`src/rtl/ps2_rx_fifo_pkg.sv`:
```
// ps2_pkg: shared types and constants for the PS/2 receive path.
//   ps2_state_e    receiver FSM states
//   ps2_err_t      sticky error flag bundle
//   PS2_FRAME_BITS start + 8 data + parity + stop
//   PS2_BREAK/EXT  scan-code prefixes for downstream decoders
`timescale 1ns/1ps
package ps2_pkg;
  typedef enum logic [1:0] {IDLE, RECV, CHECK} ps2_state_e;

  typedef struct packed {
    logic parity;
    logic frame;
    logic overflow;
  } ps2_err_t;

  localparam int         PS2_FRAME_BITS = 11;
  localparam logic [7:0] PS2_BREAK      = 8'hF0;
  localparam logic [7:0] PS2_EXT        = 8'hE0;

  // Odd parity over data+parity bit: the XOR of all nine bits must be 1.
  function automatic logic odd_parity_ok(input logic [8:0] v);
    return ^v;
  endfunction
endpackage

```
`src/rtl/ps2_rx_fifo_if.sv`:
```
// ps2_rx_fifo_if: scan-code pop handshake between the receiver and the bus
// register.
//   o_data   head byte (0 when empty)
//   o_valid  FIFO non-empty
//   o_count  occupancy
//   i_ready  pop request; a pop happens on o_valid && i_ready
`timescale 1ns/1ps
interface ps2_rx_fifo_if #(parameter int CNT_W = 5);
  logic [7:0]       o_data;
  logic             o_valid;
  logic [CNT_W-1:0] o_count;
  logic             i_ready;

  modport master (output o_data, output o_valid, output o_count, input i_ready);
  modport slave  (input o_data, input o_valid, input o_count, output i_ready);
endinterface

```
`src/rtl/ps2_rx_fifo_sync_fifo.sv`:
```
// sync_fifo: single-clock circular-buffer FIFO.
//   push_i/din_i   write request and data
//   pop_i          read request (ignored when empty)
//   dout_o         head entry, 0 when empty
//   full_o/empty_o status, count_o occupancy
// A push into a full FIFO succeeds when a pop happens in the same cycle.
`timescale 1ns/1ps
module sync_fifo #(
  parameter int WIDTH = 8,
  parameter int DEPTH = 16
) (
  input  logic                     clk,
  input  logic                     rst,
  input  logic                     push_i,
  input  logic [WIDTH-1:0]         din_i,
  input  logic                     pop_i,
  output logic [WIDTH-1:0]         dout_o,
  output logic                     full_o,
  output logic                     empty_o,
  output logic [$clog2(DEPTH):0]   count_o
);
  localparam int AW = $clog2(DEPTH);

  logic [WIDTH-1:0] mem_q [DEPTH];
  logic [AW-1:0]    wr_q, rd_q;
  logic [AW:0]      cnt_q, cnt_d;
  logic             do_push, do_pop;

  assign empty_o = (cnt_q == '0);
  assign full_o  = (cnt_q == (AW+1)'(DEPTH));
  assign do_pop  = pop_i & ~empty_o;
  assign do_push = push_i & (~full_o | do_pop);
  assign dout_o  = empty_o ? '0 : mem_q[rd_q];
  assign count_o = cnt_q;

  always_comb begin
    cnt_d = cnt_q;
    case ({do_push, do_pop})
      2'b10:   cnt_d = cnt_q + 1'b1;
      2'b01:   cnt_d = cnt_q - 1'b1;
      default: cnt_d = cnt_q;
    endcase
  end

  // Pointers wrap naturally since DEPTH is a power of two.
  always_ff @(posedge clk) begin
    if (rst) begin
      wr_q  <= '0;
      rd_q  <= '0;
      cnt_q <= '0;
    end else begin
      if (do_push) wr_q <= wr_q + 1'b1;
      if (do_pop)  rd_q <= rd_q + 1'b1;
      cnt_q <= cnt_d;
    end
  end

  always_ff @(posedge clk) begin
    if (do_push) mem_q[wr_q] <= din_i;
  end
endmodule

```
`src/rtl/ps2_rx_fifo.sv`:
```
// ps2_rx_fifo: PS/2 device-to-host receiver with scan-code FIFO.
//   clk, rst          system clock, synchronous active-high reset
//   PS2_CLK/PS2_DATA  raw asynchronous keyboard pins
//   bus               pop handshake (o_data/o_valid/o_count/i_ready)
//   i_clr_err         pulse clearing the sticky error flags
//   o_parity_err, o_frame_err, o_overflow  sticky error flags
//   o_irq             level interrupt while data is pending
`timescale 1ns/1ps
module ps2_rx_fifo
  import ps2_pkg::*;
#(
  parameter int FIFO_DEPTH     = 16,
  parameter int FILTER_LEN     = 8,
  parameter int TIMEOUT_CYCLES = 100000
) (
  input  logic           clk,
  input  logic           rst,
  input  logic           PS2_CLK,
  input  logic           PS2_DATA,
  ps2_rx_fifo_if.master  bus,
  input  logic           i_clr_err,
  output logic           o_parity_err,
  output logic           o_frame_err,
  output logic           o_overflow,
  output logic           o_irq
);
  localparam int FW = $clog2(FILTER_LEN) + 1;
  localparam int TW = $clog2(TIMEOUT_CYCLES);

  logic [1:0]    ck_sync_q, dt_sync_q;
  logic          filt_q, filt_prev_q;
  logic [FW-1:0] fcnt_q;
  ps2_state_e    state_q;
  logic [3:0]    bitcnt_q;
  logic [9:0]    shift_q;
  logic [TW-1:0] tmo_q;
  ps2_err_t      err_q, err_set, err_d;

  logic ck_s, dt_s, fall, tmo_hit;
  logic push_req, pop, full, empty;

  // Two-flop synchronisers, preset to the idle-bus level.
  always_ff @(posedge clk) begin
    if (rst) begin
      ck_sync_q <= 2'b11;
      dt_sync_q <= 2'b11;
    end else begin
      ck_sync_q <= {ck_sync_q[0], PS2_CLK};
      dt_sync_q <= {dt_sync_q[0], PS2_DATA};
    end
  end
  assign ck_s = ck_sync_q[1];
  assign dt_s = dt_sync_q[1];

  // Clock de-glitch: fcnt_q counts consecutive samples that disagree with
  // the filtered level; any agreeing sample restarts the run.
  always_ff @(posedge clk) begin
    if (rst) begin
      filt_q      <= 1'b1;
      filt_prev_q <= 1'b1;
      fcnt_q      <= '0;
    end else begin
      filt_prev_q <= filt_q;
      if (ck_s == filt_q) begin
        fcnt_q <= '0;
      end else if (fcnt_q == FW'(FILTER_LEN - 1)) begin
        filt_q <= ck_s;
        fcnt_q <= '0;
      end else begin
        fcnt_q <= fcnt_q + 1'b1;
      end
    end
  end
  assign fall = filt_prev_q & ~filt_q;

  assign tmo_hit  = (state_q == RECV) && !fall && (tmo_q == TW'(TIMEOUT_CYCLES - 1));
  assign push_req = (state_q == CHECK) && shift_q[9] && odd_parity_ok(shift_q[8:0]);
  assign pop      = ~empty & bus.i_ready;

  always_comb begin
    err_set.frame    = ((state_q == IDLE) && fall && dt_s) || tmo_hit ||
                       ((state_q == CHECK) && !shift_q[9]);
    err_set.parity   = (state_q == CHECK) && shift_q[9] && !odd_parity_ok(shift_q[8:0]);
    err_set.overflow = push_req && full && !pop;
    // Set wins over a same-cycle clear.
    err_d = (i_clr_err ? '0 : err_q) | err_set;
  end

  always_ff @(posedge clk) begin
    if (rst) begin
      state_q  <= IDLE;
      bitcnt_q <= '0;
      shift_q  <= '0;
      tmo_q    <= '0;
      err_q    <= '0;
    end else begin
      err_q <= err_d;
      case (state_q)
        IDLE: begin
          tmo_q <= '0;
          if (fall && !dt_s) begin
            state_q  <= RECV;
            bitcnt_q <= '0;
          end
        end
        RECV: begin
          if (fall) begin
            shift_q  <= {dt_s, shift_q[9:1]};
            bitcnt_q <= bitcnt_q + 1'b1;
            tmo_q    <= '0;
            if (bitcnt_q == 4'(PS2_FRAME_BITS - 2)) state_q <= CHECK;
          end else if (tmo_hit) begin
            state_q <= IDLE;
            tmo_q   <= '0;
          end else begin
            tmo_q <= tmo_q + 1'b1;
          end
        end
        CHECK:   state_q <= IDLE;
        default: state_q <= IDLE;
      endcase
    end
  end

  sync_fifo #(.WIDTH(8), .DEPTH(FIFO_DEPTH)) u_fifo (
    .clk     (clk),
    .rst     (rst),
    .push_i  (push_req),
    .din_i   (shift_q[7:0]),
    .pop_i   (pop),
    .dout_o  (bus.o_data),
    .full_o  (full),
    .empty_o (empty),
    .count_o (bus.o_count)
  );

  assign bus.o_valid  = ~empty;
  assign o_irq        = ~empty;
  assign o_parity_err = err_q.parity;
  assign o_frame_err  = err_q.frame;
  assign o_overflow   = err_q.overflow;
endmodule
```
`src/flat_wrapper.sv`:
```
// flat-port wrapper written by rule: the top's interface ports become plain ports
module ps2_rx_fifo_flat import ps2_pkg::*;
#(
  parameter int FIFO_DEPTH     = 16,
  parameter int FILTER_LEN     = 8,
  parameter int TIMEOUT_CYCLES = 100000
)
  (clk, rst, PS2_CLK, PS2_DATA, i_clr_err, o_parity_err, o_frame_err, o_overflow, o_irq, bus_o_data, bus_o_valid, bus_o_count, bus_i_ready);
  ps2_rx_fifo_if bus_i ();
  input  logic clk;
  input  logic rst;
  input  logic PS2_CLK;
  input  logic PS2_DATA;
  input  logic i_clr_err;
  output logic o_parity_err;
  output logic o_frame_err;
  output logic o_overflow;
  output logic o_irq;
  output wire logic [$bits(bus_i.o_data)-1:0] bus_o_data;
  output wire logic [$bits(bus_i.o_valid)-1:0] bus_o_valid;
  output wire logic [$bits(bus_i.o_count)-1:0] bus_o_count;
  input wire logic [$bits(bus_i.i_ready)-1:0] bus_i_ready;
  assign bus_o_data = bus_i.o_data;
  assign bus_o_valid = bus_i.o_valid;
  assign bus_o_count = bus_i.o_count;
  assign bus_i.i_ready = bus_i_ready;
  ps2_rx_fifo #(.FIFO_DEPTH(FIFO_DEPTH), .FILTER_LEN(FILTER_LEN), .TIMEOUT_CYCLES(TIMEOUT_CYCLES)) u_core (.clk(clk), .rst(rst), .PS2_CLK(PS2_CLK), .PS2_DATA(PS2_DATA), .bus(bus_i), .i_clr_err(i_clr_err), .o_parity_err(o_parity_err), .o_frame_err(o_frame_err), .o_overflow(o_overflow), .o_irq(o_irq));
endmodule
```
`config.mk`:
```
export PLATFORM = sky130hd
export DESIGN_NAME = ps2_rx_fifo_flat
export DESIGN_NICKNAME = d
export VERILOG_FILES = /design/src/rtl/ps2_rx_fifo_pkg.sv /design/src/rtl/ps2_rx_fifo_if.sv /design/src/rtl/ps2_rx_fifo_sync_fifo.sv /design/src/rtl/ps2_rx_fifo.sv /design/src/flat_wrapper.sv
export SDC_FILE = /design/constraint.sdc
export NUM_CORES = 1
export LEC_CHECK = 0
export BUFFER_PORTS_ARGS = -buffer_cell sky130_fd_sc_hd__buf_2
export CAP_MARGIN = 40
export CORE_MARGIN = 3
export CORE_UTILIZATION = 60
export DETAILED_ROUTE_END_ITERATION = 10
export GPL_ROUTABILITY_DRIVEN = 0
export PLACE_DENSITY = 0.77
export SYNTH_ARGS = -nofsm -noshare
export SYNTH_HDL_FRONTEND = slang
export SYNTH_SLANG_ARGS = --single-unit
```
`constraint.sdc`:
```
create_clock -name clk -period 7.75 [get_ports clk]
set_clock_uncertainty 0.05 [all_clocks]
set_input_delay 0 -clock clk [delete_from_list [all_inputs] [get_ports clk]]
set_output_delay 0 -clock clk [all_outputs]
set_load 0.01 [all_outputs]
```
==> results of run 1 <==
## power breakdown
part	leakage, nW	switching (mW)	internal, mW	total (mW)
sequential	1.70	0.0233	1.09	1.12
clock	0.271	0.382	0.448	0.830
combinational	1.08	0.258	0.253	0.511
## cells by family (layout without fill, tap and decap cells)
family,count (synthesis),in the layout,share of synthesized area [%]
DFF,191,191,64.0
adders and majority gates,13,13,2.13
and+or+nand+nor,165,165,10.8
muxes,47,47,12.7
xor gates and xnor gates,21,21,2.85
AOI/OAI and AO/OA,68,68,5.46
buffers and inverters,38,93,2.05
## synthesized netlist by cell type (all sizes together) (3+ instances only)
| cell type | instances | area, sq um |
|---|---|---|
| nand2b | 4 | 25.0 |
| nor3 | 13 | 70.1 |
| edfxtp | 128 | 3840 |
| a41oi | 4 | 35.0 |
| a21oi | 34 | 174 |
| a211oi | 4 | 40.0 |
| nand3 | 11 | 60.1 |
| buf | 10 | 58.8 |
| xor2 | 8 | 70.1 |
| mux2i | 6 | 97.6 |
| dfxtp | 63 | 1260 |
| clkbuf | 16 | 60.1 |
| mux4 | 40 | 901 |
| xnor2 | 10 | 87.6 |
| nand4 | 4 | 25.0 |
| nand2 | 36 | 135 |
| ha | 12 | 150 |
| or3 | 4 | 25.0 |
| nand4b | 3 | 26.3 |
| a21o | 3 | 23.8 |
| nand3b | 3 | 22.5 |
| and3 | 6 | 37.5 |
| or2 | 6 | 37.5 |
| nor3b | 3 | 22.5 |
| o21ai | 11 | 66.3 |
| nor2 | 49 | 194 |
| inv | 11 | 41.3 |
| nor2b | 12 | 75.1 |
| nor4 | 3 | 33.8 |
| a311oi | 3 | 26.3 |
## routing by layer
metal,GRT usage (%),up-vias
met4,7.35,0
met5,0,-
met1,30.2,2315
li1,-,2148
met2,38.7,196
met3,6.57,21
## per-stage QoR
stage	cells	instance area, sq um	total power [mW]	hold slack (ps)
finish	770	8970	2.46	235
global route	770	8970	2.57	226
CTS	770	8970	2.48	215
detailed placement	732	8350	1.66	137
global placement	714	8210	1.65	135
floorplan	543	7980	1.53	53.8
## registers in the layout, indices dropped and copies added (netlist names), named ones only
name,cells
u_core.bitcnt_q,4
u_core.ck_sync_q,2
u_core.dt_sync_q,2
u_core.fcnt_q,4
u_core.filt_prev_q,1
u_core.filt_q,1
u_core.o_frame_err,1
u_core.o_overflow,1
u_core.o_parity_err,1
u_core.shift_q,10
u_core.state_q,2
u_core.tmo_q,17
u_core.u_fifo.count_o,5
u_core.u_fifo.mem_q,128
u_core.u_fifo.rd_q,4
u_core.u_fifo.wr_q,4
## how the worst max path moves through the flow
stage | from | end | slack (ps) | cells after the start
after floorplan | u_core.shift_q[3] | u_core.u_fifo.count_o[4] | 4750 | 10
after global placement | u_core.shift_q[3] | u_core.u_fifo.count_o[4] | 4480 | 10
after global routing | u_core.shift_q[4] | u_core.u_fifo.count_o[4] | 4150 | 10
final | u_core.shift_q[4] | u_core.u_fifo.count_o[4] | 4310 | 10
after CTS | u_core.shift_q[3] | u_core.u_fifo.count_o[4] | 4340 | 10
after detailed placement | u_core.shift_q[4] | u_core.u_fifo.count_o[4] | 4390 | 10
## worst reg2reg max path, stage by stage (launching register included)
cell	delay, ps
dfxtp_1	740
xor2_1	190
xnor3_2	520
mux2i_4	370
nor2_2	130
ha_1	340
a21o_1	190
a21oi_1	270
nor3_2	70
a21oi_2	140
mux2_4	310
## layout make-up
type	instances	area share (%)
flip-flops and latches	191	56.9
multi-input cells	314	30.2
clock buffers	18	4.78
repair buffers	49	3.74
well taps	172	2.40
clock inverters	14	1.46
inverters	12	0.502
## repair_timing
item | CTS | global route
resized for setup | 0 | 0
hold endpoints to repair | 14 | 0
hold buffers | 6 | 0
==> key figures, run 1 <==
Cells and area
  – Antenna Cells: 0
  – Most common cell after layout, fill and taps aside: edfxtp_1
  – Highest-count cells in the layout ignoring fill and taps: 128 x edfxtp_1, 62 x dfxtp_1, 47 x nor2_1
  – Multi-input logic area: 2710 sq um
  – Post-layout nets: 604
  – Area Overhead vs Synth: 12.4%
  – Register area: 5110 sq um
  – Fillcell total: 855
  – Layout cells sized above 1: a little under a quarter
  – Core Util, Final: 70.0%

Logic synthesis
  – Post-synthesis sequential area ratio: between 60 and 70%
  – Avg Cell Area, Syn: 14.7 sq um
  – Synth cell types: 65
  – Post-synthesis async set-or-reset flop share: 0%
  – Yosys reg bits: 191
  – Synthesized instance count: 543
  – Synth warn: 0
  – Net count after synthesis: 562
  – Number of synthesized flops with an enable pin: 128
  – Mapped cell area: roughly 8000 sq um
  – Synth Flop Type: edfxtp_1

CTS
  – CTS HTree Levels: 4
  – Clock net sink count: 191
  – Postcts setup bufs: 0
  – Inserted Clock Buffers: 17
  – CTS tree: done
  – Skew-Pair Late Insertion Delay: about 430 ps
  – Clock transition at the registers of the reported paths: 70 ps
  – Bufs on Longest Clock Path: 2
  – Root Buffer: clkbuf_16

Timing
  – Sum of negative setup slack: 0 ps
  – Highest clock rate: between 0.2 and 0.3 GHz
  – Relative slew slack: 40.2%
  – Slew Viols, Final: 0
  – Slew @ Worst Pin: 898 ps
  – Setup ws final: approximately 4300 ps
  – Final Cycle Share: 44.4%
  – Crit path time final: 3440 ps
  – # setup viols final: 0
  – Hold Vio Cnt, Final: 0
  – RSZ-0062 raised after global routing: no

Drt
  – WL met2: 8070 um
  – Iter 0 DRT Violations: between 400 and 500
  – DR WL/cell: approximately 21 um
  – Detail Route Antenna Nets: 0
  – Vias per cell: 6.08
  – DRC viols: 0
  – Vias: 4680
  – Initial DRT Pass Iterations: 5
  – Metal3 WL: 1150 um
  – Max Used Layer: met4
  – Final WL: 15800 um
  – M1 WL: roughly 6300 um

Min path
  – Hold EP: u_core.dt_sync_q[0]
  – HP Start: PS2_DATA
  – Hold depth: 3
  – Hold Crit Class: input pin to flip-flop

Die
  – Starting Density: 62.2%
  – Core area: 12800 sq um
  – Vert. Die Dim: 121 um
  – Die ar.: 14700 sq um
  – Rows: 41
  – Die width: 121 um
  – Number of I/O pins: 24

Pwr
  – Peak supply drop: 0.204 mV
  – PD cells: 274 nW/um^2
  – Pleak: 3.04 nW

Worst setup path
  – R2r setup slk: 4310 ps
  – Cell breakdown of the critical path: xor2_1, xnor3_2, mux2i_4, nor2_2, ha_1, a21o_1, a21oi_1, nor3_2, a21oi_2, mux2_4
  – Req. time, crit path: 8020 ps
  – Critical-path top delay cell: dfxtp_1
  – CP max stage delay: 740 ps
  – Worst Setup End Kind: flip-flop
  – FF-to-FF Start: u_core.shift_q[4]
  – Critical path type: flip-flop to flip-flop
  – Critical Path Source Type: flip-flop
  – R2R Path End: u_core.u_fifo.count_o[4]
  – Worst R2R Path Depth: 10
  – Critical path arrival: about 3700 ps
  – Crit path max-delay family: flip-flops
  – Max FO, Critical Path: 19
  – CP Buf/Inv Count: 0

Global routing
  – Grt total ovfl: 0
  – Initial antenna violation count: 0
  – First-pass GRT wire length: 25300 um
  – Largest net degree at the start of global routing: 33
  – GRT Total Usage: 23.3%
  – Vias in the first global route: around 4.7k

Placement
  – Pre-CTS WS: 4390 ps
  – Number of buffers added on ports: 23
  – Detailed Place HPWL: 10300 um

Run
  – MaxCap Viol Count: 0

Run status
  – Status: complete, no violations
Note: power is estimated with default switching activity, not from simulation.
==> inputs of run 2 (changes only) <==
Settings changed: CORE_UTILIZATION 60 to 56, PLACE_DENSITY 0.77 to 0.76.
Clock period 7.75 ns to 2.84 ns, I/O delays scaled along.
==> run 2 against run 1 <==
  * Design area up 2.7%
  * Routed wire length decreased by 1.0%
  * Critical path depth stayed put
  * Core utilization down 2.3 points
  * Cell count increased by 2.1%
  * Non-clock buffer count is 12 higher
  * Worst setup slack worse by 4200 ps
  * Power increased to 3.0 times the previous value
  * Sequential share of layout area fell by 1.4 points
  * Die area is 6.8% higher
  * Highest routed layer unchanged
==> key figures, run 2 (same netlist as run 1, synthesis figures left out) <==
Drt
  – Final WL: 15600 um (was 15800 um)
  – Vias per cell: 5.92 (was 6.08)
  – Initial DRT Pass Iterations: 5 (unchanged)
  – Vias: 4653 (was 4680)
  – Detail Route Antenna Nets: 0 (unchanged)
  – DR WL/cell: 19.9 um (was 20.5 um)
  – DRC viols: 0 (unchanged)
  – Iter 0 DRT Violations: 382 (was 417)

Timing
  – Relative slew slack: 38.8% (was 40.2%)
  – Hold Vio Cnt, Final: 0 (unchanged)
  – Slew Viols, Final: 0 (unchanged)
  – Crit path time final: 2680 ps (was 3440 ps)
  – # setup viols final: 0 (unchanged)
  – Slew @ Worst Pin: 918 ps (was 898 ps)
  – Sum of negative setup slack: 0 ps (unchanged)
  – Final Cycle Share: 94.5% (was 44.4%)
  – Highest clock rate: 0.373 GHz (was 0.291 GHz)
  – RSZ-0062 raised after global routing: no (unchanged)

Global routing
  – GRT Total Usage: 21.1% (was 23.3%)
  – Initial antenna violation count: 0 (unchanged)
  – Vias in the first global route: 4713 (was 4688)
  – First-pass GRT wire length: 25300 um (about the same)
  – Largest net degree at the start of global routing: 47 (was 33)
  – Grt total ovfl: 0 (unchanged)

Run
  – MaxCap Viol Count: 0 (unchanged)

Cells and area
  – Layout cells sized above 1: 26.6% (was 23.1%)
  – Largest registers: u_core.u_fifo.mem_q x128, u_core.tmo_q x17, u_core.shift_q x10 (unchanged)
  – Biggest register: u_core.u_fifo.mem_q (unchanged)
  – Fillcell total: 895 (was 855)
  – Max reg flops: 128 (unchanged)
  – Antenna Cells: 0 (unchanged)
  – Highest-count cells in the layout ignoring fill and taps: 128 x edfxtp_1, 57 x dfxtp_1, 47 x nor2_1 (was 128 x edfxtp_1, 62 x dfxtp_1, 47 x nor2_1)
  – Most common cell after layout, fill and taps aside: edfxtp_1 (unchanged)
  – Post-layout nets: 616 (was 604)
  – Non-Filler Instances: 786 (was 770)
  – Area Overhead vs Synth: 15.5% (was 12.4%)

Die
  – Die width: 125 um (was 121 um)
  – Number of I/O pins: 24 (unchanged)
  – Starting Density: 58.6% (was 62.2%)
  – Rows: 42 (was 41)
  – Vert. Die Dim: 125 um (was 121 um)
  – Die ar.: 15700 sq um (was 14700 sq um)
  – Core area: 13600 sq um (was 12800 sq um)

Pwr
  – Peak supply drop: 0.537 mV (was 0.204 mV)
  – PD cells: 788 nW/um^2 (was 274 nW/um^2)
  – Sw Ratio: 25.3% (was 27.0%)
  – Comb pwr share: 20.3% (was 20.8%)
  – Pleak: 3.16 nW (was 3.04 nW)
  – NetSw: 1.84 mW (was 0.663 mW)
  – Pint: 5.42 mW (was 1.79 mW)
  – Clk pwr share: 37.2% (was 33.8%)
  – Sequential Power Share: 42.5% (was 45.4%)

Min path
  – Hold Crit Class: input pin to flip-flop (unchanged)
  – Hold depth: 4 (was 3)
  – HP Start: bus_i_ready (was PS2_DATA)

CTS
  – Clock transition at the registers of the reported paths: 70 ps (about the same)
  – CTS tree: done (unchanged)
  – Clock net sink count: 191 (unchanged)
  – CTS HTree Levels: 4 (unchanged)
  – Skew-Pair Late Insertion Delay: 420 ps (was 430 ps)
  – Inserted Clock Buffers: 17 (unchanged)
  – Bufs on Longest Clock Path: 2 (unchanged)
  – Root Buffer: clkbuf_16 (unchanged)

Run status
  – Status: complete, no violations (unchanged)

Worst setup path
  – Setup crit end: u_core.u_fifo.count_o[4] (unchanged)
  – Critical Path Source Type: flip-flop (unchanged)
  – Worst Setup SP: u_core.shift_q[4] (unchanged)
  – R2R Path End: u_core.u_fifo.count_o[4] (unchanged)
  – Critical path type: flip-flop to flip-flop (unchanged)
  – R2r setup slk: 160 ps (was 4310 ps)
  – Max FO, Critical Path: 5 (was 19)
  – Worst Setup End Kind: flip-flop (unchanged)
  – Worst R2R Path Depth: 10 (unchanged)
  – FF-to-FF Start: u_core.shift_q[4] (unchanged)
  – Req. time, crit path: 3100 ps (was 8020 ps)
  – Critical path arrival: 2950 ps (was 3710 ps)

Placement
  – DP Cell Count: 748 (was 732)
  – Number of buffers added on ports: 23 (unchanged)
  – Detailed Place HPWL: 9870 um (was 10300 um)
-- run 2: cell count changes in the layout (fill, tap and decap cells not counted), moves of 2 or more --
cell           previous run  this run
buf_4                    15        33
bufinv_16                 1         6
dfxtp_1                  62        57
dfxtp_2                   1         6
buf_2                    27        23
dlygate4sd3_1             6         3
inv_6                     5         2
buf_12                    0         2
-- run 2: worst min path at each step --
stage	end	slack (ps)
finish	u_core.o_overflow	50
detailed placement	u_core.ck_sync_q[0]	140
global route	u_core.o_overflow	60
global placement	u_core.ck_sync_q[0]	140
floorplan	u_core.ck_sync_q[0]	50
CTS	u_core.o_overflow	30
-- run 2: area by class of cell --
| type | instances | area [sq um] | share of cell area, % |
|---|---|---|---|
| clock buffers | 17 | 425 | 4.62 |
| clock inverters | 15 | 256 | 2.78 |
| inverters | 12 | 45.0 | 0.489 |
| multi-input cells | 314 | 2720 | 29.6 |
| flip-flops and latches | 191 | 5110 | 55.5 |
| well taps | 176 | 220 | 2.39 |
| repair buffers | 61 | 433 | 4.70 |
-- run 2: per-layer routing --
| metal | up-vias | routed length [um] | part of all wire, % | track usage (%) |
|---|---|---|---|---|
| met3 | 18 | 773 | 4.9 | 4.48 |
| li1 | 2171 | - | - | - |
| met5 | - | 0 | 0 | 0 |
| met2 | 137 | 8110 | 52 | 35.5 |
| met1 | 2327 | 6490 | 42 | 27.3 |
| met4 | 0 | 253 | 1.6 | 8.04 |
-- run 2: power groups by stage --
stage	clock network (mW)	logic, mW	registers (mW)
2_1_floorplan	0	1.09	3.11
3_3_place_gp	0	1.44	3.14
3_5_place_dp	0	1.47	3.15
4_1_cts	2.74	1.47	3.08
5_1_grt	2.86	1.60	3.10
6_report	2.70	1.48	3.08
-- run 2: per-stage QoR --
| stage | setup slack, ps | utilization (%) | hold WS, ps | cell area [sq um] | power [mW] |
|---|---|---|---|---|---|
| finish | 158 | 67.7 | 54.3 | 9220 | 7.26 |
| floorplan | 39.7 | - | 53.8 | 8000 | 4.20 |
| detailed placement | 89.7 | 62.3 | 136 | 8480 | 4.61 |
| global route | 15.8 | 67.7 | 56.8 | 9220 | 7.56 |
| global placement | 139 | 62.2 | 136 | 8470 | 4.58 |
| CTS | 77.7 | 67.5 | 29.0 | 9190 | 7.30 |
-- run 2: critical path, stage by stage, from the launching register on --
cell and delay [ps]:
dfxtp_2 330, xor2_1 150, xnor3_2 480, mux2i_4 220, nor2_4 170, ha_1 290
a21o_1 200, a21oi_2 190, nor3_2 60, a21oi_2 130, mux2_4 300
-- run 2: repair_timing --
action	4_1_cts	5_1_grt
setup buffers	0	3
hold buffers	3	0
endpoints found under the hold margin	5	0
resized for setup	0	1
endpoints found under the setup margin	0	1
